--- src/rtl/burst_serialize_if.sv ---
// Handshake bundle between a vector producer, burst_serialize and the downstream burst consumer.
// res_lst exists only when BURST_SERIALIZE_LAST_EN is defined.
interface burst_serialize_if #(
    parameter int ARGW = 32,
    parameter int LEN  = 4
);
    logic                  arg_stb;
    logic [LEN*ARGW-1:0]   arg_dat;
    logic                  arg_rdy;
    logic                  res_stb;
    logic [ARGW-1:0]       res_dat;
    logic                  res_rdy;
`ifdef BURST_SERIALIZE_LAST_EN
    logic                  res_lst;
`endif

    modport slave (
        input  arg_stb,
        input  arg_dat,
        input  res_rdy,
        output arg_rdy,
        output res_stb,
`ifdef BURST_SERIALIZE_LAST_EN
        output res_lst,
`endif
        output res_dat
    );

    modport master (
        output arg_stb,
        output arg_dat,
        output res_rdy,
        input  arg_rdy,
        input  res_stb,
`ifdef BURST_SERIALIZE_LAST_EN
        input  res_lst,
`endif
        input  res_dat
    );
endinterface

--- src/rtl/burst_serialize.sv ---
// Serialises one LEN-element word into a contiguous res_stb burst followed by a forced idle gap.
// Optional end-of-burst flag res_lst is enabled by defining BURST_SERIALIZE_LAST_EN.
module burst_serialize #(
    parameter int ARGW = 32,
    parameter int LEN  = 4,
    parameter int GAP  = 1
) (
    input  logic               clk,
    input  logic               rst,
    burst_serialize_if.slave   bus
);
    localparam int IW = (LEN > 1) ? $clog2(LEN) : 1;
    localparam int GW = (GAP > 1) ? $clog2(GAP) : 1;
    localparam logic [IW-1:0] LAST_IDX = IW'(LEN - 1);
    localparam logic [GW-1:0] GAP_LOAD = GW'(GAP - 1);

    typedef enum logic [1:0] {
        IDLE = 2'd0,
        SEND = 2'd1,
        HOLD = 2'd2
    } state_t;

    state_t                state_q, state_d;
    logic [IW-1:0]         idx_q, idx_d;
    logic [GW-1:0]         gap_q, gap_d;
    logic [LEN*ARGW-1:0]   data_q, data_d;
    logic                  stb_q, stb_d;
`ifdef BURST_SERIALIZE_LAST_EN
    logic                  lst_q, lst_d;
`endif

    // Latched word is shifted down so the current element always sits in the low slice.
    assign bus.res_dat = data_q[ARGW-1:0];
    assign bus.res_stb = stb_q;
    assign bus.arg_rdy = rst & (state_q == IDLE);
`ifdef BURST_SERIALIZE_LAST_EN
    assign bus.res_lst = lst_q;
`endif

    // Next-state and next-output logic for the IDLE/SEND/HOLD sequencer.
    always_comb begin
        state_d = state_q;
        idx_d   = idx_q;
        gap_d   = gap_q;
        data_d  = data_q;
        stb_d   = stb_q;
        case (state_q)
            IDLE: begin
                stb_d = 1'b0;
                if (bus.arg_stb) begin
                    data_d  = bus.arg_dat;
                    idx_d   = '0;
                    stb_d   = 1'b1;
                    state_d = SEND;
                end else begin
                    state_d = IDLE;
                end
            end
            SEND: begin
                stb_d = 1'b1;
                if (bus.res_rdy) begin
                    if (idx_q == LAST_IDX) begin
                        gap_d   = GAP_LOAD;
                        stb_d   = 1'b0;
                        state_d = HOLD;
                    end else begin
                        idx_d  = idx_q + IW'(1);
                        data_d = data_q >> ARGW;
                    end
                end else begin
                    state_d = SEND;
                end
            end
            HOLD: begin
                stb_d = 1'b0;
                if (gap_q == '0) begin
                    state_d = IDLE;
                end else begin
                    gap_d = gap_q - GW'(1);
                end
            end
            default: begin
                stb_d   = 1'b0;
                state_d = IDLE;
            end
        endcase
    end

`ifdef BURST_SERIALIZE_LAST_EN
    // End-of-burst flag follows the registered strobe and the index it will present.
    always_comb begin
        lst_d = stb_d & (idx_d == LAST_IDX);
    end
`endif

    // State and datapath registers with synchronous active-low reset.
    always_ff @(posedge clk) begin
        if (!rst) begin
            state_q <= IDLE;
            idx_q   <= '0;
            gap_q   <= '0;
            data_q  <= '0;
            stb_q   <= 1'b0;
`ifdef BURST_SERIALIZE_LAST_EN
            lst_q   <= 1'b0;
`endif
        end else begin
            state_q <= state_d;
            idx_q   <= idx_d;
            gap_q   <= gap_d;
            data_q  <= data_d;
            stb_q   <= stb_d;
`ifdef BURST_SERIALIZE_LAST_EN
            lst_q   <= lst_d;
`endif
        end
    end
endmodule

--- src/flat_wrapper.sv ---
// flat-port wrapper written by rule: the top's interface ports become plain ports
module burst_serialize_flat 
#(
    parameter int ARGW = 32,
    parameter int LEN  = 4,
    parameter int GAP  = 1
)
  (clk, rst, bus_arg_stb, bus_arg_dat, bus_res_rdy, bus_arg_rdy, bus_res_stb, bus_res_dat);
  burst_serialize_if #(.ARGW(ARGW), .LEN(LEN)) bus_i ();
  input  logic clk;
  input  logic rst;
  input wire logic [$bits(bus_i.arg_stb)-1:0] bus_arg_stb;
  input wire logic [$bits(bus_i.arg_dat)-1:0] bus_arg_dat;
  input wire logic [$bits(bus_i.res_rdy)-1:0] bus_res_rdy;
  output wire logic [$bits(bus_i.arg_rdy)-1:0] bus_arg_rdy;
  output wire logic [$bits(bus_i.res_stb)-1:0] bus_res_stb;
  output wire logic [$bits(bus_i.res_dat)-1:0] bus_res_dat;
  assign bus_i.arg_stb = bus_arg_stb;
  assign bus_i.arg_dat = bus_arg_dat;
  assign bus_i.res_rdy = bus_res_rdy;
  assign bus_arg_rdy = bus_i.arg_rdy;
  assign bus_res_stb = bus_i.res_stb;
  assign bus_res_dat = bus_i.res_dat;
  burst_serialize #(.ARGW(ARGW), .LEN(LEN), .GAP(GAP)) u_core (.clk(clk), .rst(rst), .bus(bus_i));
endmodule
--- config.mk ---
export PLATFORM = sky130hd
export DESIGN_NAME = burst_serialize_flat
export DESIGN_NICKNAME = d
export VERILOG_FILES = /design/src/rtl/burst_serialize_if.sv /design/src/rtl/burst_serialize.sv /design/src/flat_wrapper.sv
export SDC_FILE = /design/constraint.sdc
export NUM_CORES = 1
export LEC_CHECK = 0
export BUFFER_PORTS_ARGS = -buffer_cell sky130_fd_sc_hd__buf_2
export CORE_MARGIN = 10
export CORE_UTILIZATION = 57
export DETAILED_ROUTE_END_ITERATION = 8
export HOLD_SLACK_MARGIN = 0.08
export PLACE_DENSITY = 0.95
export SLEW_MARGIN = 20
export SYNTH_ARGS = -nofsm -noshare
export SYNTH_HDL_FRONTEND = slang
export SYNTH_SLANG_ARGS = --single-unit
--- constraint.sdc ---
create_clock -name clk -period 3.45 [get_ports clk]
set_input_delay 0.1725 -clock clk [delete_from_list [all_inputs] [get_ports clk]]
set_output_delay 0.1725 -clock clk [all_outputs]
set_load 0.05 [all_outputs]
* Word-level counts from Yosys, hierarchy flattened *
Cells that the tools add are included.

cells by class
  $add $sub $neg = 2
  bitwise gates (word level) = 1
  equal/unequal tests = 9
  muxes and demuxes = 21
  reductions and logical operators = 6

operators by type and width
  kind                   number
  $mux W128              3
  $pmux W128 S2          1
  $mux W2                6
  $ne A2 B2 Y1 const B   4
  $mux W1                7
  $pmux W2 S3            1
  $eq A2 B2 Y1 const B   2
  $pmux W1 S2            2
  $pmux W2 S2            1
  $reduce_and A4 Y1      1
  $reduce_bool A2 Y1     2
  $ne A3 B2 Y1 const B   1
  $reduce_and A3 Y1      1
  $add A2 B1 Y2 const B  1
  $eq A2 B1 Y1 const B   1
  $logic_not A2 Y1       1
  $ne A2 B1 Y1 const B   1
  $reduce_and A2 Y1      1
  $and A1 B1 Y1          1
  $sub A1 B1 Y1 const B  1

word-level totals
  register bits = 134
  bits of input ports = 132
  output and inout bits = 34

* Longest topological paths before layout *
Gate-level depths: netlist of the first run.

  depth in word-level cells = 4
  depth in mapped cells = 7

* Worst setup path before layout of the first run *
No wires, ideal clock.

  kind = register -> output
  start point = register u_core.state_q[0]
  end point = output port bus_arg_rdy
  data required time = 3.277 ns
  setup slack = 1.805 ns
  arrival = 1.473 ns
  cell stages (with the launch flop) = 5
  cell sequence = dfxtp_1 > buf_2 > buf_2 > buf_1 > nor2_1

on the way
  word-level cells in the longest chain between the ends = 2

ends and longest elaborated chain
  element                 RTL line                RTL
  from (decl)             burst_serialize.sv:23   state_t state_q, state_d;
  from (signal assigned)  burst_serialize.sv:108  state_q <= state_d;
  $logic_not A2 Y1        burst_serialize.sv:35   assign bus.arg_rdy = rst & (state_q == IDLE);
  $and A1 B1 Y1           burst_serialize.sv:35
  to (decl)               flat_wrapper.sv:15      output wire logic [$bits(bus_i.arg_rdy)-1:0] bus_arg_rdy;

No other way between the ends.

* Worst setup path after layout of the first run *
  start point = register u_core.state_q[1]
  end point = register u_core.data_q[69]

on the way
  word-level cells in the longest chain between the ends = 3
  elaborated cells on any way between the ends = 8

ends and longest elaborated chain
  element                                                       RTL line                RTL
  $eq A2 B1 Y1 or $logic_not A2 Y1 (tied branches)              burst_serialize.sv:47   case (state_q)
  $ne A2 B2 Y1 (no line) or $reduce_bool A2 Y1 (tied branches)  n/a
  $reduce_and A4 Y1 (no line)                                   n/a
  to (signal assigned)                                          burst_serialize.sv:111  data_q <= data_d;
  to (decl)                                                     burst_serialize.sv:26   logic [LEN*ARGW-1:0] data_q, data_d;

Several ways; a longest one is shown, not always the timed one.
A chain may end at the register's enable or synchronous reset.

==> results.ini, run 1 <==
[logic_synthesis]
synth_warnings=0
syn_area_um2=6350
synthFlopType=dfxtp_1
syn_nets=819
avgSynthCellArea_um2=9.26
synth_top_area_cell=dfxtp_1
yosys-top-cells-area=dfxtp_1, o211a_1, nor3b_1, a21oi_1, o21ai_0
synthTopCellsByCount=dfxtp_1, a21oi_1, o21ai_0
yosysMostFrequentCell=dfxtp_1
synth_top_cell_area_share_pct=41.9
synth_seq_cells=133
synth_cell_type_count=24
synth_edf_count=0
ys_seq_area_share_pct=41.9
synthCells=686
synth_async_sr_flop_share_pct=0

[pwr]
vdd_drop_max_mv=0.370
cellLeakagePower_uw=0.00403
pwr_density_cell_nw_per_um2=516

[global_routing]
grt_antenna_before_repair=2
grt_overflow=0
grt_max_degree=158
grtUsageTotal_pct=24.6
grt_pass1_wl_mm=32.1
grt_pass1_vias=6098

[place]
port_buffers=165
place_inst=882
dp_hpwl_mm=11.2
place_congestion=0.797
place_ws_ns=0.896

[floorplanning]
start_util_pct=58.3
die_area_um2=15800
num_rows=38
coreArea_um2=10900
ios=166
dieHeight_um=126
die_w_um=126

[routing]
wl_mm=20.3
via_count=6142
wl_per_cell_um=20.3
vias_per_cell=6.16
drc_errors=0
firstDrtPassIters=5
ant_nets=0
drtIter0Drc=682

[clock_tree]
cts_inserted_buffers=17
cts_buffer_depth=2
htree_num_levels=4
clock_latency_ns=0.53
cts_root_buf=clkbuf_8
cts_tree=yes
clk_pin_slew_ns=0.06
cts_sinks=133
cts_setup_buffers=0

[worst_setup_path]
cp_max_fo=100
arrival_ns=3.09
crit_path_start_kind=register
end_kind=register
critPathKind=reg2reg
critPathRequiredTime_ns=3.87

[sta]
tightestPinTransition_ns=1.08
final.period_utilization_pct=77.4
rsz0062_at_grt=false
fmax_mhz=374
fin_ws_ns=0.779
min_period_ns=2.67
finalHoldViolations=0
finalClockSkew_ns=0.00911
setup-tns-final_ns=0
drv_slew=0
relSlewSlack_pct=28.3
setup_violations=0

[cells_and_area]
area_growth_pct=29.2
stdcell_count=997
final_nets=975
drive_gt1_share_pct=24.4

[min_path]
worst_hold_path_type=in2reg

[run]
max-cap-violations=0

[outcome]
outcome=finished, final reports clean

where the power goes:
part           switching [uW]  leakage, uW  total, uW  internal, uW
registers                86.3      0.00110       1750          1670
logic                     415      0.00264        724           309
clock network             665     0.000286       1760          1100
routing by layer:
metal / global-route usage (%) / wire [um]
met1: 30.6 / 8320
met2: 37.8 / 9280
met3: 6.76 / 1800
met4: 13.1 / 868
met5: 0 / 0
layout make-up:
class / instances / area, um^2
antenna: 3 / 7.51
sequential: 133 / 2670
clock inverter: 9 / 101
timing repair buffer: 252 / 1700
multi-input combinational: 437 / 3080
tap: 140 / 175
clock buffer: 22 / 473
fill: 717 / 2680
inverter: 1 / 3.75
placed cells by master (no fill, tap or decap), drive strengths merged, types with 2 or more instances in the layout:
| cell | instances |
|---|---|
| a21oi | 98 |
| a22o | 32 |
| buf | 171 |
| bufinv | 2 |
| clkbuf | 22 |
| clkinv | 6 |
| dfxtp | 133 |
| diode | 3 |
| dlygate4sd3 | 81 |
| nand2 | 2 |
| nand2b | 2 |
| nand3 | 3 |
| nor2 | 4 |
| nor3b | 97 |
| o211a | 96 |
| o21ai | 97 |
per-stage QoR:
stage                     util, %  hold slack [ns]  cell area, um^2  total power (uW)
after detailed placement     62.6            0.395             6820              2410
after global routing         75.4            0.106             8210              4390
after CTS                    75.3           0.0824             8200              4220
final                        75.4           0.0885             8210              4240
after global placement       62.6            0.389             6820              2390
after floorplan                 -            0.305             6350              2270
kinds of logic after synthesis:
logic type,count (synthesis),synth area share [%]
AO/OA/AOI/OAI,323,34.9
adder cells (fa/ha/maj),1,0.197
buffers and inverters,116,9.79
flip-flops,133,41.9
AND/OR/NAND/NOR,113,13.2
worst paths after layout:
check                             to               start  slack [ns]  cells after the start
hold reg to reg   u_core.data_q[118]  u_core.data_q[118]        0.48                      1
hold / removal     u_core.data_q[32]     bus_arg_dat[32]        0.09                      4
setup reg to reg   u_core.data_q[69]   u_core.state_q[1]        0.78                      3
setup / recovery   u_core.data_q[69]   u_core.state_q[1]        0.78                      3
worst max-delay path: stages (launching register included):
cell and delay (ns):
dfxtp_4 1.01, nand4bb_1 0.40, nand2_4 0.58, o211a_1 0.47
registers in the layout (all words and copies together) (netlist names):
signal and count:
u_core.bus.res_stb 1, u_core.data_q 128, u_core.state_q 2, u_core.idx_q 2
repair_timing:
action                                 in CTS  in global routing
endpoints found under the hold margin      82                  0
resized for setup                           0                  0
hold buffers                               81                  0
No activity file was read; power rests on OpenSTA's default activity.
==> run 2, diff against run 1 <==
--- a/config.mk
+++ b/config.mk
@@ -7,10 +7,10 @@
 export LEC_CHECK = 0
 export BUFFER_PORTS_ARGS = -buffer_cell sky130_fd_sc_hd__buf_2
 export CORE_MARGIN = 10
-export CORE_UTILIZATION = 57
+export CORE_UTILIZATION = 48
 export DETAILED_ROUTE_END_ITERATION = 8
 export HOLD_SLACK_MARGIN = 0.08
-export PLACE_DENSITY = 0.95
+export PLACE_DENSITY = 0.88
 export SLEW_MARGIN = 20
 export SYNTH_ARGS = -nofsm -noshare
 export SYNTH_HDL_FRONTEND = slang
==> constraint.sdc (replaced) <==
create_clock -name clk -period 2.3 [get_ports clk]
set_input_delay 0.115 -clock clk [delete_from_list [all_inputs] [get_ports clk]]
set_output_delay 0.115 -clock clk [all_outputs]
set_load 0.05 [all_outputs]
==> results.ini, run 2 (synthesis results as in run 1) <==
[outcome]
outcome=finished, final reports clean

[place]
dp_hpwl_mm=11.9
place_ws_ns=0.539
dpl_cell_area_um2=6950
place_congestion=0.865
port_buffers=165

[floorplanning]
die_w_um=135
ios=166
coreArea_um2=12800
die_area_um2=18200
start_util_pct=49.7
dieHeight_um=135
num_rows=41

[pwr]
p_seq_share_pct=40.1
cellLeakagePower_uw=0.00389
vdd_drop_max_mv=0.600
clockPowerShare_pct=44.2
p_sw_uw=1760
power_frac_comb_pct=15.7
switching_share_pct=27.0
p_int_uw=4760
pwr_density_cell_nw_per_um2=825

[cells_and_area]
layout_common_cells=buf_2, dfxtp_1, a21oi_1
final_nets=934
multiInputGateArea_um2=3080
seq_area_um2=2670
final_common_cell=buf_2
largest_reg_flops=128
reg_top3=u_core.data_q: 128 flops, u_core.idx_q: 2 flops, u_core.state_q: 2 flops
top_register=u_core.data_q
drive_gt1_share_pct=26.5
fillCellCount=1033
design_area_um2=7910
area_growth_pct=24.4

[sta]
min_period_ns=1.78
final.period_utilization_pct=77.4
tightestPinTransition_ns=0.637
setup_violations=0
fmax_mhz=562
finalHoldViolations=0
drv_slew=0
relSlewSlack_pct=57.5
setup-tns-final_ns=0
fin_ws_ns=0.520
rsz0062_at_grt=false
finalClockSkew_ns=0.00873
holdWs_ns=0.103

[clock_tree]
cts_tree=yes
clk_pin_slew_ns=0.06
cts_sinks=133
cts_inserted_buffers=17
clock_latency_ns=0.41
htree_num_levels=4
cts_buffer_depth=2
cts_setup_buffers=0
cts_root_buf=clkbuf_16

[global_routing]
grt_pass1_vias=5609
grt_antenna_before_repair=2
grtUsageTotal_pct=20.2
grt_overflow=0
grt_pass1_wl_mm=30.0
grt_max_degree=81

[worst_setup_path]
critPathRequiredTime_ns=2.60
critPathKind=reg2reg
cp_slowest_cell=and3b_2
crit_path_start_kind=register
crit_family=simple AND/OR/NAND/NOR gates
r2r_cells=5
arrival_ns=2.08
r2r_start=u_core.idx_q[0]
worst-path-buf-inv=1
end_kind=register
path_cells=ha_1, and3b_2, buf_12, o21ai_0, o211a_1
slowest_delay_ns=0.43
cp_max_fo=80
rrSetupSlack_ns=0.52
reg2reg_to=u_core.data_q[32]

[routing]
drc_errors=0
ant_nets=0
drtIter0Drc=487
via_count=5653
vias_per_cell=5.72
wl_per_cell_um=18.9
firstDrtPassIters=5
wl_mm=18.7

[min_path]
worst_hold_path_type=in2reg
min_to=u_core.data_q[48]
hold_depth=4
worst_hold_startpoint=bus_arg_dat[48]

[run]
max-cap-violations=0

## run 2: changes by cell type in the layout (fill, tap and decap cells not counted)
cell           previous run  this run
clkbuf_16                16        17
diode_2                   3         2
clkinv_4                  1         3
clkinvlp_4                1         2
dlygate4sd3_1            81        33
clkinv_2                  5         4
bufinv_16                 2         4
clkbuf_8                  5         1
buf_12                    1         4
buf_4                     6        10
## run 2: worst reg2reg max path, cell delays in order (launching register included)
cell	delay, ns
dfxtp_1	0.32
ha_1	0.23
and3b_2	0.43
buf_12	0.32
o21ai_0	0.22
o211a_1	0.16
## run 2: worst max-delay path by stage
stage	from	endpoint	cells after the start
after floorplan	u_core.idx_q[0]	u_core.data_q[30]	7
after global placement	u_core.state_q[1]	u_core.data_q[117]	4
after detailed placement	u_core.idx_q[0]	u_core.data_q[12]	5
after CTS	u_core.state_q[0]	bus_arg_rdy	3
after global routing	u_core.idx_q[0]	u_core.data_q[40]	5
final	u_core.idx_q[0]	u_core.data_q[32]	5
## run 2: area by class of cell
class	count	area share, %
repair buffers	211	16.5
diodes	2	0.0633
well taps	172	2.72
multi-input cells	437	39.0
flip-flops and latches	133	33.8
clock inverters	13	2.30
clock buffers	19	5.60
inverters	1	0.0475
## run 2: power groups by stage
stage          sequential [uW]  combinational, uW  clock, uW
3_5_place_dp              2660                968          0
2_1_floorplan             2620                780          0
3_3_place_gp              2660                953          0
5_1_grt                   2640               1110       3010
4_1_cts                   2610               1020       2920
6_report                  2620               1020       2880
## run 2: repair_timing
| item | in CTS | in global routing |
|---|---|---|
| hold buffers | 33 | 0 |
| endpoints found under the hold margin | 33 | 0 |
| resized for setup | 0 | 0 |
## run 2: metal layers
layer  share of wire [%]  vias up  global-route usage [%]
met5                   0        -                       0
met4                 2.3        0                    7.89
met3                 7.3       28                    6.57
li1                    -     2760                       -
met2                  46      230                    30.6
met1                  44     2635                    25.9
## run 2: stage by stage
stage | std cells | total power [uW] | utilization (%)
finish | 988 | 6520 | 61.9
global route | 988 | 6760 | 61.9
CTS | 986 | 6550 | 61.8
detailed placement | 921 | 3630 | 54.4
global placement | 921 | 3610 | 54.4
floorplan | 686 | 3400 | -
